<file path="config.mk">
export PLATFORM = sky130hd
export DESIGN_NAME = caliptra_prim_alert_receiver
export DESIGN_NICKNAME = d
export VERILOG_FILES = /design/src/rtl/caliptra_prim_alert_receiver.sv
export SDC_FILE = /design/constraint.sdc
export NUM_CORES = 1
export LEC_CHECK = 0
export BUFFER_PORTS_ARGS = -buffer_cell sky130_fd_sc_hd__clkbuf_2
export CORE_AREA = 2 2 39 41
export DETAILED_ROUTE_END_ITERATION = 16
export DIE_AREA = 0 0 41 43
export GPL_ROUTABILITY_DRIVEN = 0
export PLACE_DENSITY_LB_ADDON = 0.3
export SYNTH_ARGS = -nofsm -noshare
export SYNTH_HDL_FRONTEND = slang
export SYNTH_SLANG_ARGS = --single-unit
</file>
<file path="constraint.sdc">
create_clock -name clk_i -period 1.7 [get_ports clk_i]
set_input_delay 0.255 -clock clk_i [delete_from_list [all_inputs] [get_ports clk_i]]
set_output_delay 0.255 -clock clk_i [all_outputs]
set_load 0.05 [all_outputs]
</file>
<file path="src/rtl/caliptra_prim_alert_receiver.sv">
// Receiver side of the differential alert protocol.
// Decodes alert_p/alert_n from one sender, runs the four-phase ack handshake,
// issues ping requests, and reports alerts, ping answers and integrity
// failures as single-cycle pulses.
// Optional build macro: CALIPTRA_ALERT_RX_INTEG_STICKY_EN makes integ_fail_o
// a sticky level that only rst_i clears.
// Bit order: alert_tx_i = {alert_p, alert_n},
//            alert_rx_o = {ping_p, ping_n, ack_p, ack_n}.

module caliptra_prim_alert_receiver #(
  parameter bit AsyncOn = 1'b0
) (
  input  logic       clk_i,
  input  logic       rst_i,
  input  logic       ping_req_i,
  output logic       ping_ok_o,
  output logic       alert_o,
  output logic       integ_fail_o,
  input  logic [1:0] alert_tx_i,
  output logic [3:0] alert_rx_o
);

  localparam logic [1:0] StIdle      = 2'd0;
  localparam logic [1:0] StHsAckWait = 2'd1;
  localparam logic [1:0] StPause0    = 2'd2;
  localparam logic [1:0] StPause1    = 2'd3;

  logic [1:0] w_alertSync;
  logic       w_alertHigh;
  logic       w_alertLow;
  logic       w_integFail;
  logic [1:0] w_stateNext;
  logic       w_hsStart;
  logic       w_pingRise;

  logic [1:0] r_state;
  logic       r_ackP;
  logic       r_ackN;
  logic       r_pingP;
  logic       r_pingN;
  logic       r_pingReq;
  logic       r_pingReqD;
  logic       r_pingPending;

  // The input stage resets to the "alert low" encoding so that reset itself
  // never looks like an integrity failure.
  if (AsyncOn) begin : gen_async
    logic [1:0] r_sync1;
    logic [1:0] r_sync2;

    // Two-flop synchronizer for a sender on a foreign clock.
    always_ff @(posedge clk_i or posedge rst_i) begin
      if (rst_i) begin
        r_sync1 <= 2'b01;
        r_sync2 <= 2'b01;
      end else begin
        r_sync1 <= alert_tx_i;
        r_sync2 <= r_sync1;
      end
    end

    assign w_alertSync = r_sync2;
  end else begin : gen_sync
    logic [1:0] r_sync1;

    // Single capture register for a sender sharing clk_i.
    always_ff @(posedge clk_i or posedge rst_i) begin
      if (rst_i) begin
        r_sync1 <= 2'b01;
      end else begin
        r_sync1 <= alert_tx_i;
      end
    end

    assign w_alertSync = r_sync1;
  end

  assign w_alertHigh = w_alertSync[1] & ~w_alertSync[0];
  assign w_alertLow  = ~w_alertSync[1] & w_alertSync[0];
  assign w_integFail = (w_alertSync[1] == w_alertSync[0]);

  // Ping edge uses two registered copies so the toggle lands one edge after
  // the request is captured.
  assign w_pingRise = r_pingReq & ~r_pingReqD;

  // Next-state logic; an integrity failure overrides everything, including
  // a handshake that would otherwise start this cycle.
  always_comb begin
    w_stateNext = r_state;
    w_hsStart   = 1'b0;
    if (w_integFail) begin
      w_stateNext = StIdle;
    end else begin
      case (r_state)
        StIdle: begin
          if (w_alertHigh) begin
            w_stateNext = StHsAckWait;
            w_hsStart   = 1'b1;
          end
        end
        StHsAckWait: begin
          if (w_alertLow) begin
            w_stateNext = StPause0;
          end
        end
        StPause0: w_stateNext = StPause1;
        StPause1: w_stateNext = StIdle;
        default:  w_stateNext = StIdle;
      endcase
    end
  end

  // State register and ack pair; ack is high exactly while waiting in
  // HsAckWait, and the two ack flops always hold complementary values.
  always_ff @(posedge clk_i or posedge rst_i) begin
    if (rst_i) begin
      r_state <= StIdle;
      r_ackP  <= 1'b0;
      r_ackN  <= 1'b1;
    end else begin
      r_state <= w_stateNext;
      r_ackP  <= (w_stateNext == StHsAckWait);
      r_ackN  <= (w_stateNext != StHsAckWait);
    end
  end

  // Ping request tracking: toggle the ping pair once per request and remember
  // that an answer is owed until it arrives or the request is withdrawn.
  always_ff @(posedge clk_i or posedge rst_i) begin
    if (rst_i) begin
      r_pingReq     <= 1'b0;
      r_pingReqD    <= 1'b0;
      r_pingPending <= 1'b0;
      r_pingP       <= 1'b0;
      r_pingN       <= 1'b1;
    end else begin
      r_pingReq  <= ping_req_i;
      r_pingReqD <= r_pingReq;
      if (!r_pingReq) begin
        r_pingPending <= 1'b0;
      end else if (w_hsStart && r_pingPending) begin
        r_pingPending <= 1'b0;
      end else if (w_pingRise) begin
        r_pingPending <= 1'b1;
      end
      if (w_pingRise && !r_pingPending) begin
        r_pingP <= ~r_pingP;
        r_pingN <= ~r_pingN;
      end
    end
  end

  // Event outputs: a handshake start is classified as a ping answer when one
  // is owed, otherwise as a genuine alert.
  always_ff @(posedge clk_i or posedge rst_i) begin
    if (rst_i) begin
      ping_ok_o    <= 1'b0;
      alert_o      <= 1'b0;
      integ_fail_o <= 1'b0;
    end else begin
      ping_ok_o <= w_hsStart & r_pingPending;
      alert_o   <= w_hsStart & ~r_pingPending;
`ifdef CALIPTRA_ALERT_RX_INTEG_STICKY_EN
      integ_fail_o <= integ_fail_o | w_integFail;
`else
      integ_fail_o <= w_integFail;
`endif
    end
  end

  assign alert_rx_o = {r_pingP, r_pingN, r_ackP, r_ackN};

endmodule
</file>
Word-level counts from Yosys, hierarchy flattened

Cells that the tools add are included.

Bitwise logic cells: 11
Mux-type cells: 10
Reduce and logical (&&, ||, !) cells: 4
Eq/ne operators: 7

Operators by type and width:

| cell                 | count |
|---|---|
| $pmux W2 S4          | 1 |
| $mux W1              | 6 |
| $mux W2              | 3 |
| $not A1 Y1           | 6 |
| $and A1 B1 Y1        | 5 |
| $eq A2 B1 Y1 const B | 2 |
| $eq A2 B2 Y1 const B | 2 |
| $ne A3 B2 Y1 const B | 1 |
| $logic_and A1 B1 Y1  | 2 |
| $logic_not A2 Y1     | 1 |
| $ne A2 B1 Y1 const B | 1 |
| $eq A1 B1 Y1         | 1 |
| $logic_not A1 Y1     | 1 |

Input bits: 5
Output and inout bits: 7
Register bits: 14
Word-level logic and storage cells: 44

Logic depth before layout (Yosys ltp)

Gate-level depths: netlist of run 1.

Depth after elaboration: 8
Depth in mapped cells: 4
Mapped depth without buffers: 4

Worst setup path before layout of run 1

Ideal clock, no wire load.

Path kind: register -> register
Start: register gen_sync.r_sync1[0]
End: register r_pingPending
Arrival: 1.225 ns
Buffers on the path: 0
Clock period less this slack: 1.357 ns
Required time: 1.568 ns
Setup time: 0.132 ns
Path slack: 0.343 ns
Stages on the path, launching flop included: 5
Cells stage by stage: dfstp_2 inv_1 ha_1 nor4b_4 a211oi_1

Elaborated cells on any way between the ends: 10
Those cells by class: eq/ne: 2; mux: 5; bitwise: 2; reduce/logical: 1

RTL lines:

| what                    | RTL line | text |
|---|---|---|
| from (decl)             | 64       | `logic [1:0] r_sync1;` |
| from (signal assigned)  | 71       | `r_sync1 <= alert_tx_i;` |
| $eq A1 B1 Y1 (*)        | 80       | `assign w_integFail = (w_alertSync[1] == w_alertSync[0]);` |
| net w_integFail         | 31       | `logic w_integFail;` |
| $mux W1 (*)             | 91       | `if (w_integFail) begin` |
| $logic_and A1 B1 Y1 (*) | 141      | `end else if (w_hsStart && r_pingPending) begin` |
| $mux W1                 | 141      |  |
| $mux W1                 | 139      | `if (!r_pingReq) begin` |
| to (signal assigned)    | 140      | `r_pingPending <= 1'b0;` |
| to (signal assigned)    | 142      | `r_pingPending <= 1'b0;` |
| to (signal assigned)    | 144      | `r_pingPending <= 1'b1;` |
| to (decl)               | 43       | `logic r_pingPending;` |

The timed path passes the listed nets; every way through them passes the cells marked *.
A chain may end at the register's enable or synchronous reset.

Final worst setup path of run 1

Ends and elaborated chain as after synthesis.

==> results.py, run 1 <==
metrics = {
    "yosys": {
        "synth_commonest_cells": "dfrtp_1, buf_4, inv_1, dfstp_2",
        "synth_edf_count": 0,
        "yosys.area.top_type": "dfrtp_1",
        "synth_top_area_share_pct": 47.6,
        "synth.distinct_cells": 22,
        "yosysSeqAreaShare_pct": 61.3,
        "yosysMostFrequentCell": "dfrtp_1",
        "netlist_area_um2": 578,
        "synth.net_count": 50,
        "synthArstFlopShare_pct": 100,
        "ys_seq_elements": 14,
        "yosys_warnings": 0,
        "synth_cells": 43,
        "ys_top_cells_by_area": "dfrtp_1, dfstp_2, buf_4",
        "syn_area_per_cell_um2": 13.4,
        "synth_ff_type": "dfrtp_1",
    },
    "drt": {
        "routed_wl_um": 756,
        "wl_per_cell_um": 10.8,
        "first_pass_iters": 4,
        "drtIter0Drc": 3,
        "via_count": 337,
        "viasPerCell": 4.81,
        "drc_errors": 0,
        "antenna_left": 0,
    },
    "clocking": {
        "cts_sinks": 14,
        "clk_pin_slew_ps": 70,
        "cts_tree": "done",
        "cts_root_buf": "clkbuf_4",
        "clk_path_buf_depth": 2,
        "worstSkewPairLatency_ps": 280,
        "cts_buffers": 3,
        "h-tree-depth": 1,
        "cts_resized": 0,
    },
    "sta": {
        "slew_headroom_pct": 66.2,
        "fin_crit_sh_pct": 84.4,
        "slew_violations": 0,
        "fin_crit_ps": 1430,
        "timing.final.ws_setup_ps": 266,
        "tightest_slew_ps": 507,
        "setup_viol": 0,
        "tns_ps": 0,
        "finClkSkew_ps": 6.26,
        "hold_ws_ps": 55.2,
        "max_clock_freq_mhz": 697,
        "hold_viol": 0,
        "grt_setup_unrepaired": "false",
    },
    "finish": {
        "diodes": 0,
        "nFillCells": 129,
        "drive_above_1_share_pct": 37.0,
        "ff_latch_area_um2": 354,
        "area_delta_synth_final_pct": 13.9,
        "final_nets": 62,
        "finalInstanceArea_um2": 658,
        "multi_input_area_um2": 168,
    },
    "floorplanning": {
        "io_pins": 12,
        "start_util_pct": 41.8,
        "die-height_um": 43,
        "dieArea_um2": 1760,
        "dieWidth_um": 41,
        "core_area_um2": 1380,
        "num_rows": 14,
    },
    "flow_run": {
        "maxCapViolCount": 0,
    },
    "min_path": {
        "hold_end": "gen_sync.r_sync1[0]",
        "hold_path.class": "input port to register",
        "hp-start": "alert_tx_i[0]",
        "whs_path_depth": 1,
    },
    "setup_path": {
        "r2r_setup_slack_ps": 270,
        "start_kind": "register",
        "r2r_end": "r_pingPending",
        "critical_path_class": "register to register",
        "crit_path_max_fanout": 5,
        "r2r_start": "gen_sync.r_sync1[0]",
        "reg2reg_depth": 4,
        "required_ps": 1850,
        "endpoint_kind": "register",
        "cp.arrival_ps": 1590,
    },
    "grt": {
        "gr-usage-all-layers_pct": 11.8,
        "grt_pass1_wl_mm": 1.34,
        "grt_pass1_vias": 341,
        "antenna_found_initial": 0,
        "grt_max_degree": 15,
        "grt_overflow_total": 0,
    },
    "power": {
        "finalPower_mw": 0.880,
        "leakage_nw": 0.332,
        "max-vdd-ir-drop_mv": 0.697,
        "power_per_cell_area_nw_per_um2": 1340,
    },
    "run_status": {
        "status": "complete, no violations",
    },
    "place": {
        "portBuffers": 11,
        "dp_hpwl_um": 569,
        "pre_cts_ws_ps": 249,
        "placed_area_um2": 612,
    },
}
## worst max-delay path, cell delays in order (launching register included)
cell	delay (ps)
dfstp_2	530
inv_1	40
ha_1	360
nor4b_4	270
a211oi_1	110
## how the worst max path moves through the flow
stage                             start       endpoint  slack, ps  cells past startpoint
finish              gen_sync.r_sync1[0]  r_pingPending        270                      4
global route        gen_sync.r_sync1[0]  r_pingPending        160                      4
CTS                 gen_sync.r_sync1[0]  r_pingPending        240                      4
detailed placement  gen_sync.r_sync1[0]  r_pingPending        250                      4
global placement    gen_sync.r_sync1[0]  r_pingPending        300                      4
floorplan           gen_sync.r_sync1[0]  r_pingPending        340                      4
## repair_timing
action	4_1_cts	5_1_grt
hold endpoints to repair	11	0
hold buffers	1	0
setup buffers	0	0
## through the flow
step	utilization, %	instances
2_1_floorplan	-	43
3_3_place_gp	44.2	65
3_5_place_dp	44.2	65
4_1_cts	47.6	70
5_1_grt	47.6	70
6_report	47.6	70
## layout make-up
type                       count  area share, %
clock buffer                   4           5.51
inverter                       4           2.28
sequential                    14           53.8
multi-input combinational     20           25.5
timing repair buffer          12           9.89
tap                           16           3.04
## cell families after synthesis
| kind of cell | after synthesis | synth area share [%] |
|---|---|---|
| adder cells (fa/ha/maj) | 2 | 4.33 |
| flip-flops | 14 | 61.3 |
| XOR/XNOR | 2 | 3.03 |
| AO/OA/AOI/OAI | 5 | 6.49 |
| buffers and inverters | 9 | 9.74 |
| AND/OR/NAND/NOR | 11 | 15.2 |
## power breakdown
group | switching [mW] | internal (mW)
Clock | 0.102 | 0.130
Combinational | 0.167 | 0.0570
Sequential | 0.0337 | 0.389
## layout by cell type (no fill, tap or decap)
master         count
xor2_1             2
ha_1               2
o21a_1             1
dfstp_2            3
nor4b_4            1
nor3b_2            1
nor3_1             2
clkbuf_4           3
a211oi_1           1
dfrtp_1           11
clkbuf_8           1
o211ai_1           1
dlygate4sd3_1      1
and2b_1            1
nor2b_1            1
o211a_1            1
nand2_1            1
clkbuf_2          11
nand3b_1           1
a21oi_1            1
inv_1              4
nand2b_1           1
nor2_1             1
and2_1             1
## sequential cells by signal, summed over array words and instances, names as in the netlist
| register | flops |
|---|---|
| r_pingP | 1 |
| r_pingN | 1 |
| r_pingReq | 1 |
| r_ackN | 1 |
| r_pingReqD | 1 |
| r_pingPending | 1 |
| integ_fail_o | 1 |
| r_ackP | 1 |
| gen_sync.r_sync1 | 2 |
| alert_o | 1 |
| ping_ok_o | 1 |
| r_state | 2 |
## layer usage
metal	vias up	GRT usage (%)	part of all wire, %
met1	158	14.0	43
met4	0	8.00	3.0
met2	16	16.6	45
met5	-	0	0
met3	5	4.71	9.0
li1	158	-	-
Power figures use the tool's default switching activity.
==> run 2, diff against run 1 <==
==> constraint.sdc (replaced) <==
create_clock -name clk_i -period 1.4 [get_ports clk_i]
set_input_delay 0.21 -clock clk_i [delete_from_list [all_inputs] [get_ports clk_i]]
set_output_delay 0.21 -clock clk_i [all_outputs]
set_load 0.05 [all_outputs]
==> run 2 against run 1 <==
Routed wire length up 9.3%. Core utilization up 0.72 points. Critical path depth up 1. Maximum frequency up 8.4%. Register-to-register slack worse by 190 ps. Final cell count up 1.4%. Clock power about the same. Clock skew down 0.52 ps. Largest cell class unchanged.
==> results.py, run 2 (synthesis results as in run 1) <==
metrics = {
    "sta": {
        "setup_viol": 0,
        "tightest_slew_ps": 495,
        "slew_violations": 0,
        "timing.final.ws_setup_ps": 76.9,
        "fin_crit_sh_pct": 94.5,
        "max_clock_freq_mhz": 756,
        "tns_ps": 0,
        "slew_headroom_pct": 66.9,
        "hold_viol": 0,
        "finClkSkew_ps": 5.74,
        "grt_setup_unrepaired": "false",
        "fin_crit_ps": 1320,
    },
    "setup_path": {
        "endpoint_kind": "register",
        "crit_family": "flip-flops",
        "start_kind": "register",
        "reg2reg_depth": 5,
        "cp_slowest_stage_delay_ps": 540,
        "critical_path_class": "register to register",
        "critPathBufInv": 2,
        "crit_path_max_fanout": 4,
        "crit_cells": 5,
        "cp.arrival_ps": 1540,
        "worst_path_max_delay_cell": "dfstp_2",
        "worstPathCellList": "inv_1 > ha_4 > buf_4 > nor2_1 > o211a_1",
        "r2r_start": "gen_sync.r_sync1[0]",
        "required_ps": 1620,
        "cp-startpoint": "gen_sync.r_sync1[0]",
    },
    "power": {
        "power_per_cell_area_nw_per_um2": 1540,
        "max-vdd-ir-drop_mv": 0.619,
        "clockPowerShare_pct": 22.6,
        "switching_power_mw": 0.369,
        "combPwrFrac_pct": 27.3,
        "seqPwrFrac_pct": 50.2,
        "intPower_mw": 0.660,
        "leakage_nw": 0.331,
        "switching_share_pct": 35.8,
    },
    "min_path": {
        "hp-start": "alert_tx_i[0]",
        "whs_path_depth": 1,
        "hold_path.class": "input port to register",
    },
    "drt": {
        "dr_wl_met2_um": 383,
        "first_pass_iters": 4,
        "routed_wl_um": 826,
        "viasPerCell": 4.66,
        "route.met3.wl_um": 48,
        "drtIter0Drc": 2,
        "drc_errors": 0,
        "antenna_left": 0,
        "via_count": 331,
        "top_layer": "met4",
        "met1_length_um": 367,
        "wl_per_cell_um": 11.6,
    },
    "clocking": {
        "cts_root_buf": "clkbuf_4",
        "clk_path_buf_depth": 2,
        "h-tree-depth": 1,
        "cts_buffers": 3,
        "worstSkewPairLatency_ps": 280,
        "cts_sinks": 14,
        "cts_tree": "done",
        "clk_pin_slew_ps": 70,
    },
    "grt": {
        "gr-usage-all-layers_pct": 12.7,
        "antenna_found_initial": 0,
        "grt_overflow_total": 0,
        "grt_pass1_vias": 328,
        "grt_pass1_wl_mm": 1.44,
        "grt_max_degree": 15,
    },
    "run_status": {
        "status": "complete, no violations",
    },
    "finish": {
        "drive_above_1_share_pct": 38.2,
        "final_cell_mix": "dfrtp_1, clkbuf_2, inv_1",
        "final_nets": 63,
        "nFillCells": 134,
        "area_delta_synth_final_pct": 15.6,
        "final_util_pct": 48.3,
        "diodes": 0,
        "largestRegisters": "gen_sync.r_sync1 (2), r_state (2)",
    },
    "place": {
        "portBuffers": 11,
        "pre_cts_ws_ps": 10.7,
        "dp_hpwl_um": 579,
    },
    "flow_run": {
        "maxCapViolCount": 0,
    },
    "floorplanning": {
        "io_pins": 12,
        "num_rows": 14,
        "start_util_pct": 41.8,
        "dieWidth_um": 41,
        "dieArea_um2": 1760,
        "core_area_um2": 1380,
        "die-height_um": 43,
    },
}
==> run 2: cell count changes in the layout (fill, tap and decap cells not counted), sizes merged <==
cell	delta
buf	+1
==> run 2: power by group through the flow <==
| stage | logic (mW) | registers [mW] | clock network (mW) |
|---|---|---|---|
| detailed placement | 0.277 | 0.525 | 0 |
| CTS | 0.285 | 0.518 | 0.238 |
| floorplan | 0.266 | 0.526 | 0 |
| global placement | 0.272 | 0.520 | 0 |
| finish | 0.280 | 0.516 | 0.232 |
| global route | 0.303 | 0.527 | 0.262 |
==> run 2: path summary, 6_finish.rpt <==
path	endpoint	slack, ps
min reg2reg	r_pingReqD	400
max reg2reg	r_ackP	80
max in group asynchronous	r_ackN	560
max	r_ackP	80
min	gen_sync.r_sync1[0]	10
min in group asynchronous	ping_ok_o	480
==> run 2: area by class of cell <==
class                           instances  area [µm²]  area share (%)
Clock buffer                            4        26.3            3.93
Timing Repair Buffer                   13        72.6            10.9
Sequential cell                        14         354            53.0
Inverter                                4        15.0            2.25
Multi-Input combinational cell         20         180            27.0
Tap cell                               16        20.0            3.00
==> run 2: per-layer routing <==
| layer | GRT usage (%) | vias up |
|---|---|---|
| met5 | 0 | - |
| met4 | 8.00 | 0 |
| met3 | 3.14 | 3 |
| met2 | 17.5 | 12 |
| met1 | 17.1 | 156 |
| li1 | - | 160 |
==> run 2: what timing repair did <==
action | in CTS | in global routing
buffers inserted | 0 | 0
resized for setup | 1 | 0
hold buffers | 1 | 0
endpoints found under the setup margin | 1 | 0
hold endpoints to repair | 11 | 0
==> run 2: metrics by stage <==
step	hold WS [ps]	std cells	total power [mW]	instance area, µm²
2_1_floorplan	97.1	43	0.792	578
3_3_place_gp	241	66	0.792	619
3_5_place_dp	249	66	0.802	619
4_1_cts	9.92	71	1.04	668
5_1_grt	2.13	71	1.09	668
6_report	9.56	71	1.03	668
